## src/rtl/filter_sched.sv

```systemverilog
`default_nettype none
// filter_sched: one multiplier/accumulator time-shared by two requesters running a 3rd-order IIR (rev 1.0).
// Define FILTER_SCHED_CH1_EN for two-channel operation; otherwise only channel 0 is served.
module filter_sched #(
  parameter int COEF_W = 16,
  parameter int ACC_W  = 48
) (
  input  logic              clk,
  input  logic              reset,
  input  logic              in0_valid,
  input  logic signed [6:0] in0_data,
  output logic              in0_ready,
  input  logic              in1_valid,
  input  logic signed [6:0] in1_data,
  output logic              in1_ready,
  output logic              out_valid,
  output logic              out_ch,
  output logic signed [6:0] out_data
);
  typedef enum logic [1:0] {IDLE = 2'd0, MAC = 2'd1, WB = 2'd2} state_t;

  localparam logic signed [31:0] A0 = 32'sd16384;
  localparam logic signed [31:0] A1 = -32'sd47115;
  localparam logic signed [31:0] A2 = 32'sd45220;
  localparam logic signed [31:0] A3 = 32'sd14484;
  // Feedback coefficients are held negated so every MAC step is a plain add.
  localparam logic signed [31:0] NB1 = 32'sd44;
  localparam logic signed [31:0] NB2 = 32'sd44;
  localparam logic signed [31:0] NB3 = -32'sd46;

  state_t                   state, state_nx;
  logic [2:0]               step;
  logic                     last, cur_ch, grant, grant_ok, v0, v1;
  logic signed [6:0]        d1;
  logic signed [COEF_W-1:0] x0, hx1, hx2, hx3;
  logic signed [31:0]       hy1, hy2, hy3, mul_c, mul_d, y0;
  logic signed [ACC_W-1:0]  acc;
  logic signed [6:0]        sat;

`ifdef FILTER_SCHED_CH1_EN
  localparam int NCH = 2;
  assign v1        = in1_valid;
  assign d1        = in1_data;
  assign in1_ready = grant_ok && grant;
`else
  localparam int NCH = 1;
  logic unused_ch1;
  assign unused_ch1 = ^{in1_valid, in1_data};
  assign v1         = 1'b0;
  assign d1         = '0;
  assign in1_ready  = 1'b0;
`endif

  logic signed [COEF_W-1:0] xh [NCH][3];
  logic signed [31:0]       yh [NCH][3];

  assign v0 = in0_valid;

  always_comb begin
    grant = 1'b0;
    if (v0 && v1) grant = ~last;
    else if (v1)  grant = 1'b1;
    grant_ok = (v0 || v1) && (state == IDLE) && reset;
  end

  assign in0_ready = grant_ok && !grant;

  always_comb begin
    state_nx = state;
    case (state)
      IDLE:    if (grant_ok) state_nx = MAC;
      MAC:     if (step == 3'd6) state_nx = WB;
      WB:      state_nx = IDLE;
      default: state_nx = IDLE;
    endcase
  end

  always_comb begin
    hx1 = '0; hx2 = '0; hx3 = '0;
    hy1 = '0; hy2 = '0; hy3 = '0;
    for (int c = 0; c < NCH; c++) begin
      if (c == int'(cur_ch)) begin
        hx1 = xh[c][0]; hx2 = xh[c][1]; hx3 = xh[c][2];
        hy1 = yh[c][0]; hy2 = yh[c][1]; hy3 = yh[c][2];
      end
    end
    case (step)
      3'd0:    begin mul_c = A0;  mul_d = 32'(x0);  end
      3'd1:    begin mul_c = A1;  mul_d = 32'(hx1); end
      3'd2:    begin mul_c = A2;  mul_d = 32'(hx2); end
      3'd3:    begin mul_c = A3;  mul_d = 32'(hx3); end
      3'd4:    begin mul_c = NB1; mul_d = hy1;      end
      3'd5:    begin mul_c = NB2; mul_d = hy2;      end
      default: begin mul_c = NB3; mul_d = hy3;      end
    endcase
  end

  assign y0 = $signed(acc[31:0]) >>> 14;

  // Symmetric saturation: -64 is never emitted.
  always_comb begin
    if (y0 > 32'sd63)       sat = 7'sd63;
    else if (y0 < -32'sd63) sat = -7'sd63;
    else                    sat = y0[6:0];
  end

  always_ff @(posedge clk) begin
    if (!reset) state <= IDLE;
    else        state <= state_nx;
  end

  always_ff @(posedge clk) begin
    if (!reset) begin
      step      <= '0;
      last      <= 1'b1;
      cur_ch    <= 1'b0;
      x0        <= '0;
      acc       <= '0;
      out_valid <= 1'b0;
      out_ch    <= 1'b0;
      out_data  <= '0;
      for (int c = 0; c < NCH; c++) begin
        for (int j = 0; j < 3; j++) begin
          xh[c][j] <= '0;
          yh[c][j] <= '0;
        end
      end
    end else begin
      out_valid <= 1'b0;
      case (state)
        IDLE: begin
          if (grant_ok) begin
            acc    <= '0;
            step   <= '0;
            cur_ch <= grant;
            last   <= grant;
            x0     <= grant ? COEF_W'(d1) : COEF_W'(in0_data);
          end
        end
        MAC: begin
          acc  <= acc + ACC_W'(mul_c) * ACC_W'(mul_d);
          step <= step + 3'd1;
        end
        WB: begin
          out_valid <= 1'b1;
          out_ch    <= cur_ch;
          out_data  <= sat;
          for (int c = 0; c < NCH; c++) begin
            if (c == int'(cur_ch)) begin
              xh[c][2] <= xh[c][1];
              xh[c][1] <= xh[c][0];
              xh[c][0] <= x0;
              yh[c][2] <= yh[c][1];
              yh[c][1] <= yh[c][0];
              yh[c][0] <= y0;
            end
          end
        end
        default: ;
      endcase
    end
  end
endmodule
`default_nettype wire

```

## config.mk

```make
export PLATFORM = sky130hd
export DESIGN_NAME = filter_sched
export DESIGN_NICKNAME = d
export VERILOG_FILES = /design/src/rtl/filter_sched.sv
export SDC_FILE = /design/constraint.sdc
export NUM_CORES = 1
export LEC_CHECK = 0
export BUFFER_PORTS_ARGS = -buffer_cell sky130_fd_sc_hd__buf_4
export CORE_MARGIN = 1.5
export CORE_UTILIZATION = 55
export DETAILED_ROUTE_END_ITERATION = 10
export PLACE_DENSITY_LB_ADDON = 0.3
export SYNTH_ARGS = -nofsm -noshare
export SYNTH_HDL_FRONTEND = slang
export SYNTH_SLANG_ARGS = --single-unit
```

## constraint.sdc

```tcl
create_clock -name clk -period 26.4 [get_ports clk]
set_input_delay 3.96 -clock clk [delete_from_list [all_inputs] [get_ports clk]]
set_output_delay 3.96 -clock clk [all_outputs]
set_load 0.03 [all_outputs]
```

=== Word-level counts from Yosys, hierarchy flattened ===
Memories as Yosys holds them, arrays and structs flattened.
Cells that the tools add are included.

* Register bits: 68
* Bits in writable memories: 144
* Input bits: 18
* Word-level logic and storage cells: 65
* Memories kept: 2

{| class="wikitable"
|+ Memories
! name !! depth !! width !! read ports !! clocked after memory_dff !! wr ports !! line !! source
|-
| yh || 1 || 96 || 1 || 0 || 3 || 55 || <nowiki>logic signed [31:0] yh [NCH][3];</nowiki>
|-
| xh || 1 || 48 || 1 || 0 || 3 || 54 || <nowiki>logic signed [COEF_W-1:0] xh [NCH][3];</nowiki>
|}

* Add/sub/neg operators: 2
* Multipliers: 1
* Order comparisons: 2
* Equal/unequal tests: 10
* Multiplexer cells: 27
* Reductions and logical operators: 15

{| class="wikitable"
|+ Operators by type and width
! operator !! count
|-
| $mux W96 || 3
|-
| $reduce_or A96 Y1 || 3
|-
| $mux W48 || 4
|-
| $pmux W32 S6 || 1
|-
| $pmux W32 S5 || 1
|-
| $reduce_or A48 Y1 || 3
|-
| $pmux W48 S2 || 1
|-
| $add A48 B48 Y48 || 1
|-
| $mul A32 B32 Y48 || 1
|-
| $gt A18 B7 Y1 const B || 1
|-
| $lt A18 B7 Y1 const B || 1
|-
| $mux W3 || 5
|-
| $mux W7 || 2
|-
| $eq A3 B3 Y1 const B || 3
|-
| $mux W2 || 4
|-
| $eq A3 B2 Y1 const B || 2
|-
| $pmux W3 S2 || 1
|-
| $reduce_and A2 Y1 || 3
|-
| $mux W1 || 4
|-
| $ne A2 B2 Y1 const B || 2
|-
| $pmux W2 S2 || 1
|-
| $add A3 B1 Y3 const B || 1
|-
| $eq A3 B1 Y1 const B || 1
|-
| $logic_not A3 Y1 || 1
|-
| other kinds (6) || 7
|}

=== Logic depth before layout (Yosys ltp) ===
Gate-level depths: netlist (run 1).

* Depth after elaboration: 6
* Mapped depth: 38
* Depth with buffers taken out: 34

=== Worst setup path before layout (run 1) ===
Ideal clock, no wire load.

* Path type: flip-flop to flip-flop
* Start: register step[2]
* End: register acc[31]
* Arrival time: 10,093 ps
* Slack: 16,183 ps
* Stages on the path, launching flop included: 35
* Buffers on the path: 5
* Cell sequence: dfxtp_1 buf_2 clkinv_1 clkbuf_1 ha_1 clkbuf_1 or3_1 buf_2 clkbuf_1 nand4_1 o21ai_0 o21ai_0 inv_1 fa_1 inv_1 fa_1 inv_1 fa_1 fa_1 fa_1 fa_1 inv_1 fa_1 inv_1 fa_1 inv_1 ha_1 nand2_1 nand2_1 nor3b_1 o41ai_1 or4_1 a31oi_1 xnor2_1 o21ai_1

* Cells in the longest elaborated chain, start to end: 6

{| class="wikitable"
|+ Ends and longest elaborated chain
! item !! line !! source
|-
| start, declared || 32 || <nowiki>logic [2:0] step;</nowiki>
|-
| start signal, assigned || 142 || <nowiki>step <= step + 3'd1;</nowiki>
|-
| $eq A3 B3 Y1 || 87 || <nowiki>case (step)</nowiki>
|-
| $reduce_or A2 Y1 (no source line) || n/a ||
|-
| $pmux W32 S5 || 87 ||
|-
| $mul A32 B32 Y48 (*) || 141 || <nowiki>acc <= acc + ACC_W'(mul_c) * ACC_W'(mul_d);</nowiki>
|-
| $add A48 B48 Y48 (*) || 141 ||
|-
| $pmux W48 S2 (*) || 130 || <nowiki>case (state)</nowiki>
|-
| end signal, assigned || 141 ||
|-
| end, declared || 37 || <nowiki>logic signed [ACC_W-1:0] acc;</nowiki>
|}

Every way passes the cells marked *; elsewhere a longest branch is shown, timed or not.
A chain may end at the register's enable or synchronous reset.

=== Final worst setup path (run 1) ===
Same ends and word-level chain as after synthesis.

==> impl_metrics.toml, run 1 <==
[critical_path]
slowest_delay_ns = 0.93
required_ns = 26.70
critPathLaunchType = "register"
end_kind = "register"
regToRegStartpoint = "step[2]$_SDFFE_PN0P_"
regToRegEndpoint = "acc[31]$_SDFFE_PN0P_"
worstSetupStartpoint = "step[2]$_SDFFE_PN0P_"
ff2ff_setup_slack_ns = 15.21
crit_end = "acc[31]$_SDFFE_PN0P_"
cp_max_fo = 18
reg2reg_depth = 29
crit_type = "register to register"
cp.arrival_ns = 11.50
crit_slowest_cell = "fa_1"
critPathMostFrequentCell = "fa_1"

[timing]
hold_slack_ns = 0.451
timing.fmax_mhz = 89.3
setup_violations = 0
tns_ns = 0
period_minus_slack_ns = 11.19
final_max_slew_viol_count = 0
worst_clock_skew_ns = 0.00961
tightest_slew_ns = 1.16
fin_ws_ns = 15.21
post-route-period-util_pct = 42.4
rsz0062_at_grt = "no"
hold_violations = 0
slew_headroom_pct = 22.7

[floorplanning]
core_um2 = 34600
die_area_um2 = 36300
dieWidth_um = 191
row_count = 68
io_pins = 29
chipHeight_um = 191
initial_core_util_pct = 55.9

[logic_synthesis]
synthArstFlopShare_pct = 0
syn-cell-area_um2 = 19400
synth_top_area_cell = "fa_1"
synth-edff-count = 75
syn_area_per_cell_um2 = 9.73
synth.distinct_cells = 67
synth_top_flop_cell = "edfxtp_1"
yosysTopAreaCellShare_pct = 39.3
syn_inst = 1989
yosysSeqAreaShare_pct = 17.0
yosys_warnings = 0
ys_seq_elements = 127
synthTopCellsByArea = "fa_1 39%, edfxtp_1 12%, inv_1 11%, ha_1 10%, dfxtp_1 5.4%"

[cts]
clk_path_buf_depth = 2
postCtsHoldBufs = 0
clkLatencyLatePin_ns = 0.43
post_cts_resized = 0
cts_buffers = 17
clkTransAtPathRegs_ns = 0.06
cts_tree = "yes"
cts_root_buffer = "clkbuf_16"
clock-sinks = 127
post_cts.repair.setup_buffers = 0
h-tree-depth = 4

[placement]
dp_slack_ns = 15.42
gp_congestion = 0.919
hpwlAfterDp_mm = 40.4
placed_cell_area_um2 = 20100
numPortBuffers = 18

[layout]
syn_to_final_growth_pct = 6.52
diodes = 0
design_area_um2 = 20600
drive_gt1_share_pct = 5.96
fin_nets = 2557
layout_commonest_cell = "inv_1"
utilization_pct = 59.5
final_cell_mix = "542 x inv_1, 380 x fa_1, 160 x ha_1, 154 x nor2_1, 103 x and2_1"

[power_and_ir_drop]
powerDensity_nw_per_um2 = 107
leakagePower_nw = 10.5
vdd_drop_max_mv = 0.180

[drt]
postRouteAntennaNets = 0
drt-vias-per-instance = 5.46
drt-wirelength-per-cell_um = 20.3
drt_first_pass_iters = 6
drt-initial-drc-count = 1336
drc = 0
drt_wl_total_mm = 50.0
vias = 13476

[run]
maxCapViolCount = 0

[grt]
track_usage_pct = 30.0
overflow = 0
grt_pass1_wl_mm = 80.7
grt_pass1_vias = 14320
grt_antenna_before_repair = 1
grt_max_degree = 79

[outcome]
status = "finished clean"

[min_path]
hold_path_class = "register to register"
metrics by stage:
| step | std cells | total power, mW |
|---|---|---|
| floorplan | 1990 | 1.52 |
| global placement | 2435 | 1.93 |
| detailed placement | 2435 | 1.96 |
| CTS | 2467 | 2.22 |
| finish | 2467 | 2.22 |
| global route | 2467 | 2.46 |
worst max-delay path: cells and delay by family (launching register included):
| kind | cells | cell delay (ns) |
|---|---|---|
| compound gates | 8 | 2.07 |
| buf+inv | 6 | 1.33 |
| flops | 1 | 0.34 |
| fa+ha+maj | 10 | 5.51 |
| xor+xnor | 1 | 0.16 |
| simple gates | 4 | 1.64 |
logic make-up after synthesis:
kind of cell / after synthesis / synth area share, %
xor gates and xnor gates: 59 / 2.74
adders and majority gates: 540 / 49.6
muxes: 12 / 0.679
buffers and inverters: 604 / 11.9
other: 1 / 0.0194
AOI/OAI and AO/OA: 190 / 6.61
and+or+nand+nor: 456 / 11.4
DFF: 127 / 17.0
synthesized netlist by cell type, types with 4 or more instances:
| cell type | n |
|---|---|
| nor2b_1 | 12 |
| nand4_1 | 5 |
| o22ai_1 | 10 |
| or2_2 | 21 |
| a21o_1 | 12 |
| nor2_1 | 154 |
| inv_1 | 543 |
| nand3_1 | 11 |
| a222oi_1 | 6 |
| nand2b_1 | 19 |
| a211oi_1 | 7 |
| ha_1 | 160 |
| edfxtp_1 | 75 |
| o21ai_1 | 6 |
| mux2_2 | 9 |
| and2_1 | 103 |
| o21bai_1 | 7 |
| dfxtp_1 | 52 |
| a31oi_1 | 4 |
| nor3b_1 | 6 |
| a22o_1 | 8 |
| nor3_1 | 10 |
| xnor2_1 | 45 |
| fa_1 | 380 |
| a21oi_1 | 29 |
| or3_1 | 4 |
| xor2_1 | 13 |
| o21a_1 | 7 |
| a22oi_1 | 17 |
| clkbuf_1 | 49 |
| o21ai_0 | 45 |
| o32ai_1 | 10 |
| nand2_1 | 98 |
power by group:
part	total [mW]	switching (mW)	internal, mW	leakage, nW
sequential	0.242	0.0189	0.223	1.20
combinational	1.74	1.03	0.717	9.00
clock	0.229	0.0980	0.131	0.269
total	2.22	1.14	1.07	10.5
layer usage:
| metal | wire [um] | vias to the layer above | part of all wire (%) | track usage, % |
|---|---|---|---|---|
| li1 | - | 6030 | - | - |
| met1 | 21000 | 6754 | 42 | 42.7 |
| met2 | 22700 | 582 | 45 | 46.0 |
| met3 | 4690 | 110 | 9.4 | 6.33 |
| met4 | 1580 | 0 | 3.2 | 9.57 |
| met5 | 0 | - | 0 | 0 |
worst min path at each step:
stage | from | endpoint | slack (ns) | cells after the start
floorplan | acc[5]$_SDFFE_PN0P_ | acc[5]$_SDFFE_PN0P_ | 0.43 | 2
global placement | out_data[6]$_SDFFE_PN0P_ | out_data[6]$_SDFFE_PN0P_ | 0.44 | 1
detailed placement | out_data[6]$_SDFFE_PN0P_ | out_data[6]$_SDFFE_PN0P_ | 0.44 | 1
CTS | out_data[6]$_SDFFE_PN0P_ | out_data[6]$_SDFFE_PN0P_ | 0.46 | 1
global route | out_data[6]$_SDFFE_PN0P_ | out_data[6]$_SDFFE_PN0P_ | 0.50 | 1
finish | out_data[6]$_SDFFE_PN0P_ | out_data[6]$_SDFFE_PN0P_ | 0.45 | 1
registers in the layout, indices dropped and copies added, names as in the netlist:
signal / count
acc: 32
out_data: 7
out_valid: 1
state: 2
step: 3
x0: 7
xh: 21
yh: 54
area by class of cell:
cell class | count | area, um^2
clock inverters | 13 | 126
flip-flops and latches | 127 | 3290
clock buffers | 19 | 433
inverters | 545 | 2050
well taps | 455 | 569
fillers | 2957 | 14000
repair buffers | 49 | 368
multi-input cells | 1259 | 13800
(Power assumes the default switching activity.)
==> inputs of run 2 (changes only) <==
==> constraint.sdc (replaced) <==
create_clock -name clk -period 11.3 [get_ports clk]
set_input_delay 1.695 -clock clk [delete_from_list [all_inputs] [get_ports clk]]
set_output_delay 1.695 -clock clk [all_outputs]
set_load 0.03 [all_outputs]
==> impl_metrics.toml, run 2 (synthesis results as in run 1) <==
[outcome]
status = "finished clean"

[layout]
fillers = 2928
syn_to_final_growth_pct = 6.76
diodes = 0
registers.top_by_ff_count = "yh"
reg.largest.list = "yh (54), acc (32), xh (21)"
fin_nets = 2560
layout_commonest_cell = "inv_1"
final_cell_mix = "542 x inv_1, 380 x fa_1, 160 x ha_1, 154 x nor2_1, 103 x and2_1"
largest_reg_flops = 54
instances_no_fill = 2470
drive_gt1_share_pct = 6.25

[grt]
grt_pass1_wl_mm = 80.1
overflow = 0
grt.busiest_layer = "met2"
track_usage_pct = 29.8
grt_max_degree = 79
grt_antenna_before_repair = 0
met1_usage_pct = 42.1
use_met2_pct = 45.9
grt.met3_usage_pct = 7.53
grt_pass1_vias = 14316

[drt]
drt-wirelength-per-cell_um = 20.1
drc = 0
drt-vias-per-instance = 5.45
drt_first_pass_iters = 5
postRouteAntennaNets = 0
drt_wl_total_mm = 49.7
drt-initial-drc-count = 1282
vias = 13471

[placement]
hpwlAfterDp_mm = 41.0
numPortBuffers = 18
gp_congestion = 0.942
dp_slack_ns = 1.22
place_inst = 2438

[cts]
cts_tree = "yes"
cts_buffers = 17
post_cts.repair.setup_buffers = 0
clock-sinks = 127
cts_root_buffer = "clkbuf_16"
postCtsHoldBufs = 0
clkLatencyLatePin_ns = 0.43
h-tree-depth = 4
clkTransAtPathRegs_ns = 0.07
clk_path_buf_depth = 2
post_cts_resized = 0

[floorplanning]
dieWidth_um = 191
chipHeight_um = 191
row_count = 68
core_um2 = 34600
die_area_um2 = 36300
initial_core_util_pct = 55.9
io_pins = 29

[power_and_ir_drop]
vdd_drop_max_mv = 0.409
powerDensity_nw_per_um2 = 252
leakagePower_nw = 10.5
power_mw = 5.21

[timing]
slew_headroom_pct = 24.2
rsz0062_at_grt = "no"
setup_violations = 0
period_minus_slack_ns = 10.04
worst_clock_skew_ns = 0.0143
timing.fmax_mhz = 99.6
fin_ws_ns = 1.26
hold_violations = 0
tns_ns = 0
post-route-period-util_pct = 88.9
final_max_slew_viol_count = 0
tightest_slew_ns = 1.14

[critical_path]
required_ns = 11.59
slowest_delay_ns = 0.93
critPathMostFrequentCell = "fa_1"
cp.arrival_ns = 10.33
ff2ff_setup_slack_ns = 1.26
end_kind = "register"
crit_type = "register to register"
critPathLaunchType = "register"
cp_max_fo = 10
crit_slowest_cell = "fa_1"

[min_path]
hold_path_class = "register to register"

[run]
maxCapViolCount = 0
-- run 2: power by group --
group	switching, mW	internal, mW
Combinational	2.39	1.71
Sequential	0.0433	0.521
Clock	0.255	0.297
Total	2.68	2.52
-- run 2: worst max-delay path: cells and delay by family, from the launching register on --
family / cells / cell delay, ns
adders and majority gates: 11 / 5.54
buffers and inverters: 5 / 0.82
xor gates and xnor gates: 1 / 0.14
DFF: 1 / 0.42
and+or+nand+nor: 4 / 1.34
AOI/OAI and AO/OA: 9 / 1.63
-- run 2: routing by layer --
layer	wire (um)	share of wire, %
met4	1100	2.2
met3	4780	9.6
met2	22800	46
met1	21000	42
met5	0	0
-- run 2: final timing paths --
kind	start	end	depth (start not counted)
max	step[0]$_SDFFE_PN0P_	acc[31]$_SDFFE_PN0P_	30
min reg2reg	out_data[1]$_SDFFE_PN0P_	out_data[1]$_SDFFE_PN0P_	2
max reg2reg	step[0]$_SDFFE_PN0P_	acc[31]$_SDFFE_PN0P_	30
min	out_data[1]$_SDFFE_PN0P_	out_data[1]$_SDFFE_PN0P_	2
-- run 2: area by class of cell --
cell class / count / area, um^2 / share of cell area (%)
sequential: 127 / 3290 / 15.9
clock inverter: 15 / 158 / 0.763
timing repair buffer: 52 / 390 / 1.89
tap: 455 / 569 / 2.76
multi-input combinational: 1259 / 13800 / 66.7
clock buffer: 17 / 425 / 2.06
inverter: 545 / 2050 / 9.90
-- run 2: per-stage QoR --
step / instance area, um^2 / hold slack (ns) / util [%]
3_5_place_dp: 20100 / 0.446 / 58.0
5_1_grt: 20700 / 0.489 / 59.7
4_1_cts: 20700 / 0.463 / 59.7
2_1_floorplan: 19400 / 0.425 / -
3_3_place_gp: 20100 / 0.438 / 58.0
6_report: 20700 / 0.460 / 59.7
==> inputs of run 3 (changes only) <==
--- a/config.mk
+++ b/config.mk
@@ -5,6 +5,7 @@
 export SDC_FILE = /design/constraint.sdc
 export NUM_CORES = 1
 export LEC_CHECK = 0
+export ABC_AREA = 1
 export BUFFER_PORTS_ARGS = -buffer_cell sky130_fd_sc_hd__buf_4
 export CORE_MARGIN = 1.5
 export CORE_UTILIZATION = 55
==> impl_metrics.toml, run 3 <==
[outcome]
status = "finished clean"

[critical_path]
worstSetupStartpoint = "step[2]$_SDFFE_PN0P_"
cp.arrival_ns = 10.07
crit_end = "acc[28]$_SDFFE_PN0P_"
crit_slowest_cell = "dfxtp_1"
regToRegEndpoint = "acc[28]$_SDFFE_PN0P_"
required_ns = 11.58
slowest_delay_ns = 0.64
ff2ff_setup_slack_ns = 1.50
reg2reg_depth = 35
cp_max_fo = 19
regToRegStartpoint = "step[2]$_SDFFE_PN0P_"
end_kind = "register"
critPathLaunchType = "register"
crit_type = "register to register"

[drt]
drt_first_pass_iters = 6
drt-vias-per-instance = 5.32
drt-initial-drc-count = 1005
vias = 14565
postRouteAntennaNets = 0
drt_wl_total_mm = 52.7
drt-wirelength-per-cell_um = 19.2
drc = 0

[layout]
design_area_um2 = 21000
drive_gt1_share_pct = 5.70
largest_reg_flops = 54
registers.top_by_ff_count = "yh"
syn_to_final_growth_pct = 7.71
reg.largest.list = "yh (54), acc (32), xh (21)"
layout_commonest_cell = "inv_1"
diodes = 0
final_cell_mix = "673 x inv_1, 380 x fa_1, 255 x nor2_1, 253 x nand2_1, 160 x ha_1"
fin_nets = 2827

[logic_synthesis]
synthTopCellsByCount = "674 x inv_1, 380 x fa_1, 256 x nor2_1"
synth_top_family_by_area = "adder cells"
yosys.area_share.adder_pct = 49.2
synth-edff-count = 75
syn_area_per_cell_um2 = 8.77
syn_inst = 2224
synthArstFlopShare_pct = 0
synth_top_flop_cell = "edfxtp_1"
synth.distinct_cells = 49
synth_xor_area_share_pct = 1.12
synth_top_area_cell = "fa_1"
ys_seq_elements = 127
synth_simple_gate_area_share_pct = 13.1
synth-compound-area-share_pct = 5.58
yosysSeqAreaShare_pct = 16.9
syn-cell-area_um2 = 19500
yosysTopAreaCellShare_pct = 39.0
muxShareOfSynthArea_pct = 0
yosys_warnings = 0
synthTopCellsByArea = "fa_1 39%, inv_1 13%, edfxtp_1 12%, ha_1 10%, dfxtp_1 5.3%"
synth.most_common_cell = "inv_1"

[cts]
clkLatencyLatePin_ns = 0.42
clk_path_buf_depth = 2
cts_buffers = 17
cts_root_buffer = "clkbuf_16"
clkTransAtPathRegs_ns = 0.06
post_cts_resized = 0
post_cts.repair.setup_buffers = 0
cts_tree = "yes"
postCtsHoldBufs = 0
h-tree-depth = 4
clock-sinks = 127

[timing]
tightest_slew_ns = 0.982
setup_violations = 0
hold_slack_ns = 0.461
worst_clock_skew_ns = 0.0136
period_minus_slack_ns = 9.80
slew_headroom_pct = 34.5
post-route-period-util_pct = 86.7
final_max_slew_viol_count = 0
rsz0062_at_grt = "no"
hold_violations = 0
timing.fmax_mhz = 102
tns_ns = 0

[floorplanning]
core_um2 = 34700
initial_core_util_pct = 56.2
die_area_um2 = 36600
row_count = 68
chipHeight_um = 191
dieWidth_um = 191
io_pins = 29

[placement]
numPortBuffers = 18
gp_congestion = 0.967
placed_cell_area_um2 = 20400
hpwlAfterDp_mm = 43.9

[run]
maxCapViolCount = 0

[grt]
grt_antenna_before_repair = 0
overflow = 0
grt_pass1_vias = 15530
grt_pass1_wl_mm = 84.8
track_usage_pct = 31.2
grt_max_degree = 76

[min_path]
whs_path_depth = 2
hold_path_class = "register to register"
## run 3: cell count changes after synthesis, moves of 11 or more
cell       change
o2111ai_1     +11
xnor2_1       -32
nor2b_1       -12
inv_1        +131
nor2_1       +102
a22oi_1       -17
or2_2         -15
nand3_1       +42
nand2_1      +155
and2_1       -102
a21oi_1       +53
clkbuf_1      -17
nand2b_1      -19
## run 3: worst min-delay path by stage
| stage | startpoint | endpoint |
|---|---|---|
| 6_report | out_data[0]$_SDFFE_PN0P_ | out_data[0]$_SDFFE_PN0P_ |
| 3_5_place_dp | out_data[0]$_SDFFE_PN0P_ | out_data[0]$_SDFFE_PN0P_ |
| 5_1_grt | acc[2]$_SDFFE_PN0P_ | acc[2]$_SDFFE_PN0P_ |
| 3_3_place_gp | out_data[0]$_SDFFE_PN0P_ | out_data[0]$_SDFFE_PN0P_ |
| 4_1_cts | out_data[0]$_SDFFE_PN0P_ | out_data[0]$_SDFFE_PN0P_ |
| 2_1_floorplan | acc[2]$_SDFFE_PN0P_ | acc[2]$_SDFFE_PN0P_ |
## run 3: metal layers
metal  GRT usage [%]  up-vias  share of wire, %
met2            49.7      565                47
met3            5.25       97               8.0
li1                -     6666                 -
met4            10.5        0               3.4
met5               0        -                 0
met1            43.4     7237                42
## run 3: critical path: cells and delay by family (launching register included)
| family | cells | cell delay (ns) |
|---|---|---|
| DFF | 1 | 0.64 |
| buffers and inverters | 11 | 1.65 |
| and+or+nand+nor | 11 | 2.28 |
| AOI/OAI and AO/OA | 3 | 0.38 |
| adders and majority gates | 10 | 4.68 |
## run 3: cells by family (layout without fill, tap and decap cells)
family | Yosys count | after routing
flops | 127 | 127
xor+xnor | 25 | 25
other cells | 1 | 2
simple gates | 617 | 617
fa+ha+maj | 540 | 540
compound gates | 189 | 189
buf+inv | 725 | 782
## run 3: cell type report
cell class / count / area [um^2]
clock buffers: 17 / 425
clock inverters: 15 / 184
fillers: 2996 / 13700
inverters: 683 / 2560
multi-input cells: 1373 / 13500
flip-flops and latches: 127 / 3290
well taps: 455 / 569
repair buffers: 67 / 503
## run 3: through the flow
step / utilization [%] / worst slack [ns] / std cells
3_3_place_gp: 58.8 / 1.76 / 2705
4_1_cts: 60.5 / 1.64 / 2737
3_5_place_dp: 58.8 / 1.72 / 2705
5_1_grt: 60.5 / 1.04 / 2737
2_1_floorplan: - / 2.50 / 2225
6_report: 60.5 / 1.50 / 2737
Power of run 3 is left out: the tool's default activity adds up to more than one toggle a clock period on the data nets, which glitch-free logic cannot reach.
